File: src/rtl/ndp_timeout_pkg.sv
// ndp_timeout_pkg: shared widths, defaults, FSM encoding and arm payload for
// the multi-flow NDP timeout engine.
// Width macros TIME_W, TIMER_W and FLOW_SEQ_NUM_W may be supplied by the build.
// When they are not supplied, the defaults below are used.
// Optional feature macro: NDP_TIMEOUT_RTX_LIMIT_EN (retry limit / abort).

`ifndef TIME_W
`define TIME_W 32
`endif
`ifndef TIMER_W
`define TIMER_W 16
`endif
`ifndef FLOW_SEQ_NUM_W
`define FLOW_SEQ_NUM_W 32
`endif

package ndp_timeout_pkg;

    // Smallest width able to index n distinct values (minimum 1)
    function automatic int unsigned clogb2(input int unsigned n);
        int unsigned w;
        w = 1;
        while ((64'd1 << w) < 64'(n)) w = w + 1;
        return w;
    endfunction

    localparam int unsigned TIME_W          = `TIME_W;
    localparam int unsigned TIMER_W         = `TIMER_W;
    localparam int unsigned SEQ_W           = `FLOW_SEQ_NUM_W;
    localparam int unsigned DEF_NUM_FLOWS   = 16;
    localparam int unsigned DEF_MAX_BACKOFF = 6;
    localparam int unsigned DEF_MAX_RETRIES = 8;
    localparam int unsigned DEF_BACKOFF_W   = clogb2(DEF_MAX_BACKOFF + 1);

    typedef enum logic [0:0] {
        SCAN = 1'b0,
        EMIT = 1'b1
    } state_e;

    // Per-flow data recorded by an arm request
    typedef struct packed {
        logic [SEQ_W-1:0]   wnd_start;
        logic [SEQ_W-1:0]   next_new;
        logic [TIMER_W-1:0] base_amnt;
    } arm_payload_t;

endpackage

File: src/rtl/ndp_timeout_flow_table.sv
// ndp_timeout_flow_table: flop-based per-flow timer table.
// Ports:
//   clk, rst_n                  clock, async active-low reset
//   now                         current time, used to compute the arm deadline
//   arm_*                       external arm (records payload, clears backoff)
//   disarm_*                    external disarm (clears armed only)
//   scan_*                      scanner re-arm write (lowest priority)
//   rd_idx, rd_*_c              combinational read of one entry
// Disarm beats arm, and either external write beats the scanner on the same index.
// With NDP_TIMEOUT_RTX_LIMIT_EN each entry also carries a retry counter.

module ndp_timeout_flow_table
    import ndp_timeout_pkg::*;
#(
    parameter int unsigned NUM_FLOWS = DEF_NUM_FLOWS,
    parameter int unsigned FLOW_ID_W = clogb2(NUM_FLOWS),
    parameter int unsigned BACKOFF_W = DEF_BACKOFF_W
`ifdef NDP_TIMEOUT_RTX_LIMIT_EN
    ,
    parameter int unsigned RETRY_W   = 4
`endif
) (
    input  logic                 clk,
    input  logic                 rst_n,
    input  logic [TIME_W-1:0]    now,
    input  logic                 arm_valid,
    input  logic [FLOW_ID_W-1:0] arm_flow_id,
    input  arm_payload_t         arm_payload,
    input  logic                 disarm_valid,
    input  logic [FLOW_ID_W-1:0] disarm_flow_id,
    input  logic                 scan_we,
    input  logic [FLOW_ID_W-1:0] scan_idx,
    input  logic                 scan_armed,
    input  logic [TIME_W-1:0]    scan_deadline,
    input  logic [BACKOFF_W-1:0] scan_backoff,
`ifdef NDP_TIMEOUT_RTX_LIMIT_EN
    input  logic [RETRY_W-1:0]   scan_retries,
    output logic [RETRY_W-1:0]   rd_retries_c,
`endif
    input  logic [FLOW_ID_W-1:0] rd_idx,
    output logic                 rd_armed_c,
    output logic [TIME_W-1:0]    rd_deadline_c,
    output arm_payload_t         rd_payload_c,
    output logic [BACKOFF_W-1:0] rd_backoff_c
);

    logic                 armed_q    [NUM_FLOWS];
    logic [TIME_W-1:0]    deadline_q [NUM_FLOWS];
    arm_payload_t         payload_q  [NUM_FLOWS];
    logic [BACKOFF_W-1:0] backoff_q  [NUM_FLOWS];
`ifdef NDP_TIMEOUT_RTX_LIMIT_EN
    logic [RETRY_W-1:0]   retries_q  [NUM_FLOWS];
`endif

    // Entry update with disarm > arm > scanner priority
    always_ff @(posedge clk or negedge rst_n) begin
        if (!rst_n) begin
            for (int i = 0; i < NUM_FLOWS; i++) begin
                armed_q[i]    <= 1'b0;
                deadline_q[i] <= '0;
                payload_q[i]  <= '0;
                backoff_q[i]  <= '0;
`ifdef NDP_TIMEOUT_RTX_LIMIT_EN
                retries_q[i]  <= '0;
`endif
            end
        end else begin
            for (int i = 0; i < NUM_FLOWS; i++) begin
                if (disarm_valid && disarm_flow_id == FLOW_ID_W'(i)) begin
                    armed_q[i] <= 1'b0;
                end else if (arm_valid && arm_flow_id == FLOW_ID_W'(i)) begin
                    armed_q[i]    <= 1'b1;
                    deadline_q[i] <= now + TIME_W'(arm_payload.base_amnt);
                    payload_q[i]  <= arm_payload;
                    backoff_q[i]  <= '0;
`ifdef NDP_TIMEOUT_RTX_LIMIT_EN
                    retries_q[i]  <= '0;
`endif
                end else if (scan_we && scan_idx == FLOW_ID_W'(i)) begin
                    armed_q[i]    <= scan_armed;
                    deadline_q[i] <= scan_deadline;
                    backoff_q[i]  <= scan_backoff;
`ifdef NDP_TIMEOUT_RTX_LIMIT_EN
                    retries_q[i]  <= scan_retries;
`endif
                end
            end
        end
    end

    assign rd_armed_c    = armed_q[rd_idx];
    assign rd_deadline_c = deadline_q[rd_idx];
    assign rd_payload_c  = payload_q[rd_idx];
    assign rd_backoff_c  = backoff_q[rd_idx];
`ifdef NDP_TIMEOUT_RTX_LIMIT_EN
    assign rd_retries_c  = retries_q[rd_idx];
`endif

endmodule

File: src/rtl/ndp_timeout_engine.sv
// ndp_timeout_engine: multi-flow NDP retransmit timer.
// The engine scans the flow table round-robin against `now`. When a flow
// expires, it presents a retransmit event over valid/ready. When the event is
// accepted, the engine re-arms the flow with exponential backoff.
// Ports:
//   clk, rst_n        clock, async active-low reset
//   now               free-running time (wraps mod 2^TIME_W)
//   arm_*             arm/re-arm request from the ack/send path
//   disarm_*          disarm request from the ack/send path
//   evt_*             timeout event to the retransmit scheduler
// Optional feature macro: NDP_TIMEOUT_RTX_LIMIT_EN. When it is defined, the
// event on the MAX_RETRIES-th consecutive expiry carries evt_abort. That
// event's acceptance disarms the flow instead of re-arming it.

module ndp_timeout_engine
    import ndp_timeout_pkg::*;
#(
    parameter int unsigned NUM_FLOWS   = DEF_NUM_FLOWS,
    parameter int unsigned FLOW_ID_W   = clogb2(NUM_FLOWS),
    parameter int unsigned MAX_BACKOFF = DEF_MAX_BACKOFF
`ifdef NDP_TIMEOUT_RTX_LIMIT_EN
    ,
    parameter int unsigned MAX_RETRIES = DEF_MAX_RETRIES
`endif
) (
    input  logic                           clk,
    input  logic                           rst_n,
    input  logic [TIME_W-1:0]              now,
    input  logic                           arm_valid,
    input  logic [FLOW_ID_W-1:0]           arm_flow_id,
    input  logic [SEQ_W-1:0]               arm_wnd_start,
    input  logic [SEQ_W-1:0]               arm_next_new,
    input  logic [TIMER_W-1:0]             arm_timer_amnt,
    input  logic                           disarm_valid,
    input  logic [FLOW_ID_W-1:0]           disarm_flow_id,
    output logic                           evt_valid,
    input  logic                           evt_ready,
    output logic [FLOW_ID_W-1:0]           evt_flow_id,
    output logic [SEQ_W-1:0]               evt_rtx_start,
    output logic [SEQ_W-1:0]               evt_rtx_end,
    output logic [TIMER_W+MAX_BACKOFF-1:0] evt_timer_amnt,
    output logic                           evt_abort
);

    localparam int unsigned BACKOFF_W = clogb2(MAX_BACKOFF + 1);
    localparam int unsigned AMNT_W    = TIMER_W + MAX_BACKOFF;
`ifdef NDP_TIMEOUT_RTX_LIMIT_EN
    localparam int unsigned RETRY_W   = clogb2(MAX_RETRIES + 1);
`endif

    state_e               state_q, state_n;
    logic [FLOW_ID_W-1:0] ptr_q, ptr_n;
    logic                 ext_hit_q, ext_hit_n;
    logic                 evt_valid_n;
    logic [FLOW_ID_W-1:0] evt_flow_id_n;
    logic [SEQ_W-1:0]     evt_rtx_start_n, evt_rtx_end_n;
    logic [AMNT_W-1:0]    evt_timer_amnt_n;

    arm_payload_t         arm_payload_c;
    logic                 rd_armed_c;
    logic [TIME_W-1:0]    rd_deadline_c;
    arm_payload_t         rd_payload_c;
    logic [BACKOFF_W-1:0] rd_backoff_c;
    logic [TIME_W-1:0]    since_deadline_c;
    logic                 expired_c;
    logic                 ext_hit_now_c;
    logic                 scan_we_c;
    logic                 scan_armed_c;
    logic [TIME_W-1:0]    scan_deadline_c;
    logic [BACKOFF_W-1:0] scan_backoff_c;
`ifdef NDP_TIMEOUT_RTX_LIMIT_EN
    logic                 evt_abort_n;
    logic [RETRY_W-1:0]   rd_retries_c;
    logic [RETRY_W-1:0]   scan_retries_c;
`endif

    assign arm_payload_c = '{wnd_start: arm_wnd_start,
                             next_new:  arm_next_new,
                             base_amnt: arm_timer_amnt};

    ndp_timeout_flow_table #(
        .NUM_FLOWS      (NUM_FLOWS),
        .FLOW_ID_W      (FLOW_ID_W),
        .BACKOFF_W      (BACKOFF_W)
`ifdef NDP_TIMEOUT_RTX_LIMIT_EN
        ,
        .RETRY_W        (RETRY_W)
`endif
    ) u_table (
        .clk            (clk),
        .rst_n          (rst_n),
        .now            (now),
        .arm_valid      (arm_valid),
        .arm_flow_id    (arm_flow_id),
        .arm_payload    (arm_payload_c),
        .disarm_valid   (disarm_valid),
        .disarm_flow_id (disarm_flow_id),
        .scan_we        (scan_we_c),
        .scan_idx       (ptr_q),
        .scan_armed     (scan_armed_c),
        .scan_deadline  (scan_deadline_c),
        .scan_backoff   (scan_backoff_c),
`ifdef NDP_TIMEOUT_RTX_LIMIT_EN
        .scan_retries   (scan_retries_c),
        .rd_retries_c   (rd_retries_c),
`endif
        .rd_idx         (ptr_q),
        .rd_armed_c     (rd_armed_c),
        .rd_deadline_c  (rd_deadline_c),
        .rd_payload_c   (rd_payload_c),
        .rd_backoff_c   (rd_backoff_c)
    );

    // Wrap-safe expiry: the deadline has passed when (now - deadline) is non-negative
    assign since_deadline_c = now - rd_deadline_c;
    assign expired_c        = rd_armed_c && !since_deadline_c[TIME_W-1];
    assign ext_hit_now_c    = (arm_valid && arm_flow_id == ptr_q) ||
                              (disarm_valid && disarm_flow_id == ptr_q);

    // Next-state, event capture and scanner re-arm
    always_comb begin
        state_n          = state_q;
        ptr_n            = ptr_q;
        ext_hit_n        = ext_hit_q;
        evt_valid_n      = evt_valid;
        evt_flow_id_n    = evt_flow_id;
        evt_rtx_start_n  = evt_rtx_start;
        evt_rtx_end_n    = evt_rtx_end;
        evt_timer_amnt_n = evt_timer_amnt;
        scan_we_c        = 1'b0;
        scan_deadline_c  = now + TIME_W'(evt_timer_amnt);
        scan_backoff_c   = (rd_backoff_c >= BACKOFF_W'(MAX_BACKOFF)) ?
                           BACKOFF_W'(MAX_BACKOFF) : rd_backoff_c + BACKOFF_W'(1);
`ifdef NDP_TIMEOUT_RTX_LIMIT_EN
        evt_abort_n      = evt_abort;
        scan_armed_c     = !evt_abort;
        scan_retries_c   = (rd_retries_c == RETRY_W'(MAX_RETRIES)) ?
                           rd_retries_c : rd_retries_c + RETRY_W'(1);
`else
        scan_armed_c     = 1'b1;
`endif

        case (state_q)
            SCAN: begin
                // A same-cycle arm/disarm to this flow supersedes the expiry
                if (expired_c && !ext_hit_now_c) begin
                    state_n          = EMIT;
                    ext_hit_n        = 1'b0;
                    evt_valid_n      = 1'b1;
                    evt_flow_id_n    = ptr_q;
                    evt_rtx_start_n  = rd_payload_c.wnd_start;
                    evt_rtx_end_n    = rd_payload_c.next_new;
                    evt_timer_amnt_n = AMNT_W'(rd_payload_c.base_amnt) << rd_backoff_c;
`ifdef NDP_TIMEOUT_RTX_LIMIT_EN
                    evt_abort_n      = (rd_retries_c == RETRY_W'(MAX_RETRIES - 1));
`endif
                end else begin
                    ptr_n = ptr_q + FLOW_ID_W'(1);
                end
            end
            EMIT: begin
                // Remember any external write so the stale re-arm is skipped
                if (ext_hit_now_c) begin
                    ext_hit_n = 1'b1;
                end
                if (evt_ready) begin
                    scan_we_c   = !(ext_hit_q || ext_hit_now_c);
                    evt_valid_n = 1'b0;
                    ext_hit_n   = 1'b0;
                    ptr_n       = ptr_q + FLOW_ID_W'(1);
                    state_n     = SCAN;
                end
            end
            default: state_n = SCAN;
        endcase
    end

    // State and registered event outputs
    always_ff @(posedge clk or negedge rst_n) begin
        if (!rst_n) begin
            state_q        <= SCAN;
            ptr_q          <= '0;
            ext_hit_q      <= 1'b0;
            evt_valid      <= 1'b0;
            evt_flow_id    <= '0;
            evt_rtx_start  <= '0;
            evt_rtx_end    <= '0;
            evt_timer_amnt <= '0;
`ifdef NDP_TIMEOUT_RTX_LIMIT_EN
            evt_abort      <= 1'b0;
`endif
        end else begin
            state_q        <= state_n;
            ptr_q          <= ptr_n;
            ext_hit_q      <= ext_hit_n;
            evt_valid      <= evt_valid_n;
            evt_flow_id    <= evt_flow_id_n;
            evt_rtx_start  <= evt_rtx_start_n;
            evt_rtx_end    <= evt_rtx_end_n;
            evt_timer_amnt <= evt_timer_amnt_n;
`ifdef NDP_TIMEOUT_RTX_LIMIT_EN
            evt_abort      <= evt_abort_n;
`endif
        end
    end

`ifndef NDP_TIMEOUT_RTX_LIMIT_EN
    assign evt_abort = 1'b0;
`endif

endmodule
File: config.mk
export PLATFORM = sky130hd
export DESIGN_NAME = ndp_timeout_engine
export DESIGN_NICKNAME = d
export VERILOG_FILES = /design/src/rtl/ndp_timeout_pkg.sv /design/src/rtl/ndp_timeout_flow_table.sv /design/src/rtl/ndp_timeout_engine.sv
export SDC_FILE = /design/constraint.sdc
export NUM_CORES = 2
export LEC_CHECK = 0
export ABC_CLOCK_PERIOD_IN_PS = 6200
export BUFFER_PORTS_ARGS = -buffer_cell sky130_fd_sc_hd__clkbuf_2
export CAP_MARGIN = 20
export CORE_ASPECT_RATIO = 2
export CORE_MARGIN = 4
export CORE_UTILIZATION = 45
export CTS_BUF_LIST = sky130_fd_sc_hd__clkbuf_16
export DETAILED_ROUTE_END_ITERATION = 8
export PLACE_DENSITY = 0.71
export SLEW_MARGIN = 5
export SYNTH_ARGS = -nofsm -noshare
export SYNTH_HDL_FRONTEND = slang
export SYNTH_SLANG_ARGS = --single-unit
export TNS_END_PERCENT = 100
File: constraint.sdc
create_clock -name clk -period 6.2 [get_ports clk]
set_clock_uncertainty 0.2 [all_clocks]
set_input_delay 1.55 -clock clk [delete_from_list [all_inputs] [get_ports clk]]
set_output_delay 1.55 -clock clk [all_outputs]
set_load 0.02 [all_outputs]
==> results by group <==
CTS
  – Total CTS buffers: 180
  – Clock tree buffer depth: 4
  – Htree depth: 4
  – Clock sink count: 1953
  – Reg clk slew, reported paths: 0.07 ns
  – Root buf cell: clkbuf_16
  – CTS tree: yes
  – Insertion delay to the later sink of the worst-skew pair: 0.89 ns

Cells and area
  – Finished Cell Area: 104000 um2
  – Synthesis-to-layout area growth: 11.3%
  – Commonest cells after routing, fill and taps aside: nand2_1 (4362), dfrtp_1 (1949), mux4_2 (578)
  – Fill cells: 17.9k
  – Most common cell after layout, fill and taps aside: nand2_1
  – Layout cells sized above 1: 15.3%
  – Fin nets: 9458

Setup path
  – Worst endpoint data arrival time: 6.57 ns
  – Origin of the critical flop-to-flop path: ptr_q[0]
  – Crit start category: flop
  – Critical path type: flop to flop
  – Max FO, Critical Path: 39
  – Crit path required time: 6.76 ns
  – Endpoint class of the critical path: flop
  – Worst setup path startpoint: ptr_q[0]

STA
  – Fin. Hold Viols: 0
  – Final hold slack: 0.271 ns
  – Post-layout min period: 6.01 ns
  – Max-slew headroom: 15.1%
  – Period Utilization, post-route: 96.9%
  – RSZ-0062 raised after global routing: no
  – FMAX: 166 MHz
  – Final Slew Violations: 0
  – Worst-margin pin slew: 1.27 ns
  – Fin Setup TNS: 0 ns
  – Final setup viols: 0

Synthesis
  – Yosys cell types: 70
  – Yosys warning total: 0
  – Post-Synth Simple-Gate Area: 19.5%
  – EDFF count, synth: 0
  – Multiplexer area fraction after synthesis: 15.2%
  – Mapped Nets: 9601
  – Adder-cell share of the synthesized area: 1.03%
  – Synth Area in XOR/XNOR: 0.542%
  – Synth Area in Compound Gates: 7.81%
  – Cell Area, Synth: 93800 um2
  – Largest family of logic cells by synthesized area: simple AND/OR/NAND/NOR gates
  – Yosys reg bits: 1953
  – Synth Instances: 9400
  – Primary FF master, synth: dfrtp_1
  – Seq/Total Area, Yosys: 52.1%
  – Async S/R FF share, synth: 100%
  – Syn avg cell area: 9.97 um2

Route
  – Total vias in the final route: 79.3k
  – Post-route DRC violation count: 11
  – Total wire length: 366000 um
  – Antenna-violating nets left: 0
  – Vias per cell: 6.52
  – Pre-Repair DR Iteration Count: 9
  – WL per Instance: 30.1 um
  – Detailed Route Iter0 Violations: 11.4k

Power
  – Max VDD drop: 452 uV
  – Net Sw Power: 18100 uW
  – Gate power share: 38.6%
  – Seq pwr share: 38.5%
  – Clock share of power: 22.8%
  – Pleak: 0.0506 uW
  – Internal Power: 31300 uW
  – Power Dens Cells: 473 nW/um2
  – Sw Share: 36.7%

Status
  – Outcome: finished, violations left
  – Failing checks: DRC

Global route
  – Global-route wire length before repair: 535000 um
  – Number of global-route vias before repair: 80.9k
  – Largest net degree at the start of global routing: 174
  – Final global-route overflow total: 0
  – Total Routing Usage GR: 33.6%
  – Initial antenna violation count: 55

Placed design
  – Detailed placement HPWL: 213000 um
  – Area after DPL: 98400 um2
  – Gpl congestion: 0.993
  – Input/output buffers: 215

Floorplanning
  – Core ar.: 207000 um2
  – # IOs: 217
  – Num rows: 236
  – Die ar.: 216000 um2
  – Starting Density: 45.3%
  – Chip height: 654 um
  – Die width: 331 um

Hold path
  – Worst hold path type: flop to flop
  – Hold Path Origin: u_table.payload_q[691]

Run
  – Max Cap Viol: 0
Yosys cell counts, drive strengths merged (10+ instances only):
cell type  instances  area share, %
dfrtp           1953             52
nor2b             11          0.073
a221o             42           0.45
a21o              22           0.18
inv               84           0.34
a221oi            17           0.16
mux2i             39           0.42
ha                74           0.99
a22oi             89           0.71
and3              15           0.10
clkbuf           713            2.9
nand2b            12          0.080
a21oi             82           0.44
mux4             578             14
nand2           4378             18
o221ai           323            3.0
or2               10          0.067
mux2              72           0.86
nand4             45           0.30
o211ai            59           0.47
a222oi            19           0.20
a211oi            12          0.096
buf              129           0.68
and2              25           0.17
o21ai            173           0.92
nor2             125           0.50
xor2              32           0.30
xnor2             26           0.24
a31oi             38           0.25
a22o              38           0.35
nand3             38           0.20
nor3              33           0.18
cell families (layout without fill, tap and decap cells):
family / Yosys count / in the layout
simple gates: 4722 / 4722
flops: 1953 / 1953
compound gates: 975 / 975
buf+inv: 926 / 914
mux: 689 / 689
fa+ha+maj: 76 / 76
xor+xnor: 58 / 58
other cells: 1 / 31
power groups by stage:
stage / registers, uW / logic (uW) / clock network (uW)
finish: 19000 / 19100 / 11300
global route: 19200 / 20300 / 11800
CTS: 18900 / 18600 / 11300
detailed placement: 19100 / 18500 / 0
global placement: 18800 / 18000 / 0
floorplan: 18200 / 13000 / 0
layout make-up:
type / count / area (um2) / share of cell area, %
sequential: 1953 / 48900 / 46.8
multi-input combinational: 6521 / 41800 / 40.0
clock buffer: 182 / 4550 / 4.36
timing repair buffer: 517 / 4180 / 4.00
tap: 2737 / 3420 / 3.28
clock inverter: 131 / 1140 / 1.09
inverter: 84 / 315 / 0.302
antenna: 30 / 75.1 / 0.0719
through the flow:
stage	power [uW]	worst slack [ns]	std cells	util, %
floorplan	31200	0.779	9400	-
global placement	36800	0.567	11800	47.5
detailed placement	37500	0.554	11800	47.6
CTS	48700	0.556	12100	50.3
global route	51400	0.126	12100	50.4
finish	49400	0.189	12200	50.4
per-layer routing:
layer	vias to the layer above	global-route usage (%)	part of all wire (%)
li1	31600	-	-
met1	39200	38.1	32
met2	6304	52.3	46
met3	2082	10.4	12
met4	54	27.2	10
met5	-	0	0.10
flip-flops by register name, indices dropped and copies added (netlist names):
signal / flops
u_table.payload_q: 1280
u_table.deadline_q: 512
u_table.backoff_q: 48
evt_rtx_end: 32
evt_rtx_start: 32
evt_timer_amnt: 22
u_table.armed_q: 16
evt_flow_id: 4
ptr_q: 4
evt_valid: 1
ext_hit_q: 1
state_q: 1
worst max-delay path, stage by stage, from the launching register on:
cell      delay, ns
dfrtp_4        0.75
buf_12         0.35
mux4_2         0.56
mux4_2         0.48
inv_1          0.28
ha_1           0.18
nand4_1        0.07
nor2_1         0.17
nand2_1        0.07
o211ai_1       1.00
buf_4          0.25
a211o_1        0.26
mux2i_4        0.31
buf_4          0.36
buf_4          0.39
nand2_1        0.10
o21ai_1        0.11
worst paths after layout:
path	to	slack, ns	depth (start not counted)
max	evt_timer_amnt[4]	0.19	16
min	u_table.payload_q[691]	0.27	2
max reg2reg	evt_timer_amnt[4]	0.19	16
min reg2reg	u_table.payload_q[691]	0.27	2
max in group asynchronous	u_table.deadline_q[116]	3.64	3
min in group asynchronous	u_table.payload_q[210]	0.53	1
what timing repair did:
| item | 4_1_cts | 5_1_grt |
|---|---|---|
| hold buffers | 0 | 0 |
| endpoints found under the setup margin | 0 | 30 |
| resized for setup | 0 | 1 |
| endpoints found under the hold margin | 0 | 0 |
| setup buffers | 0 | 1 |
(Power assumes the default switching activity.)
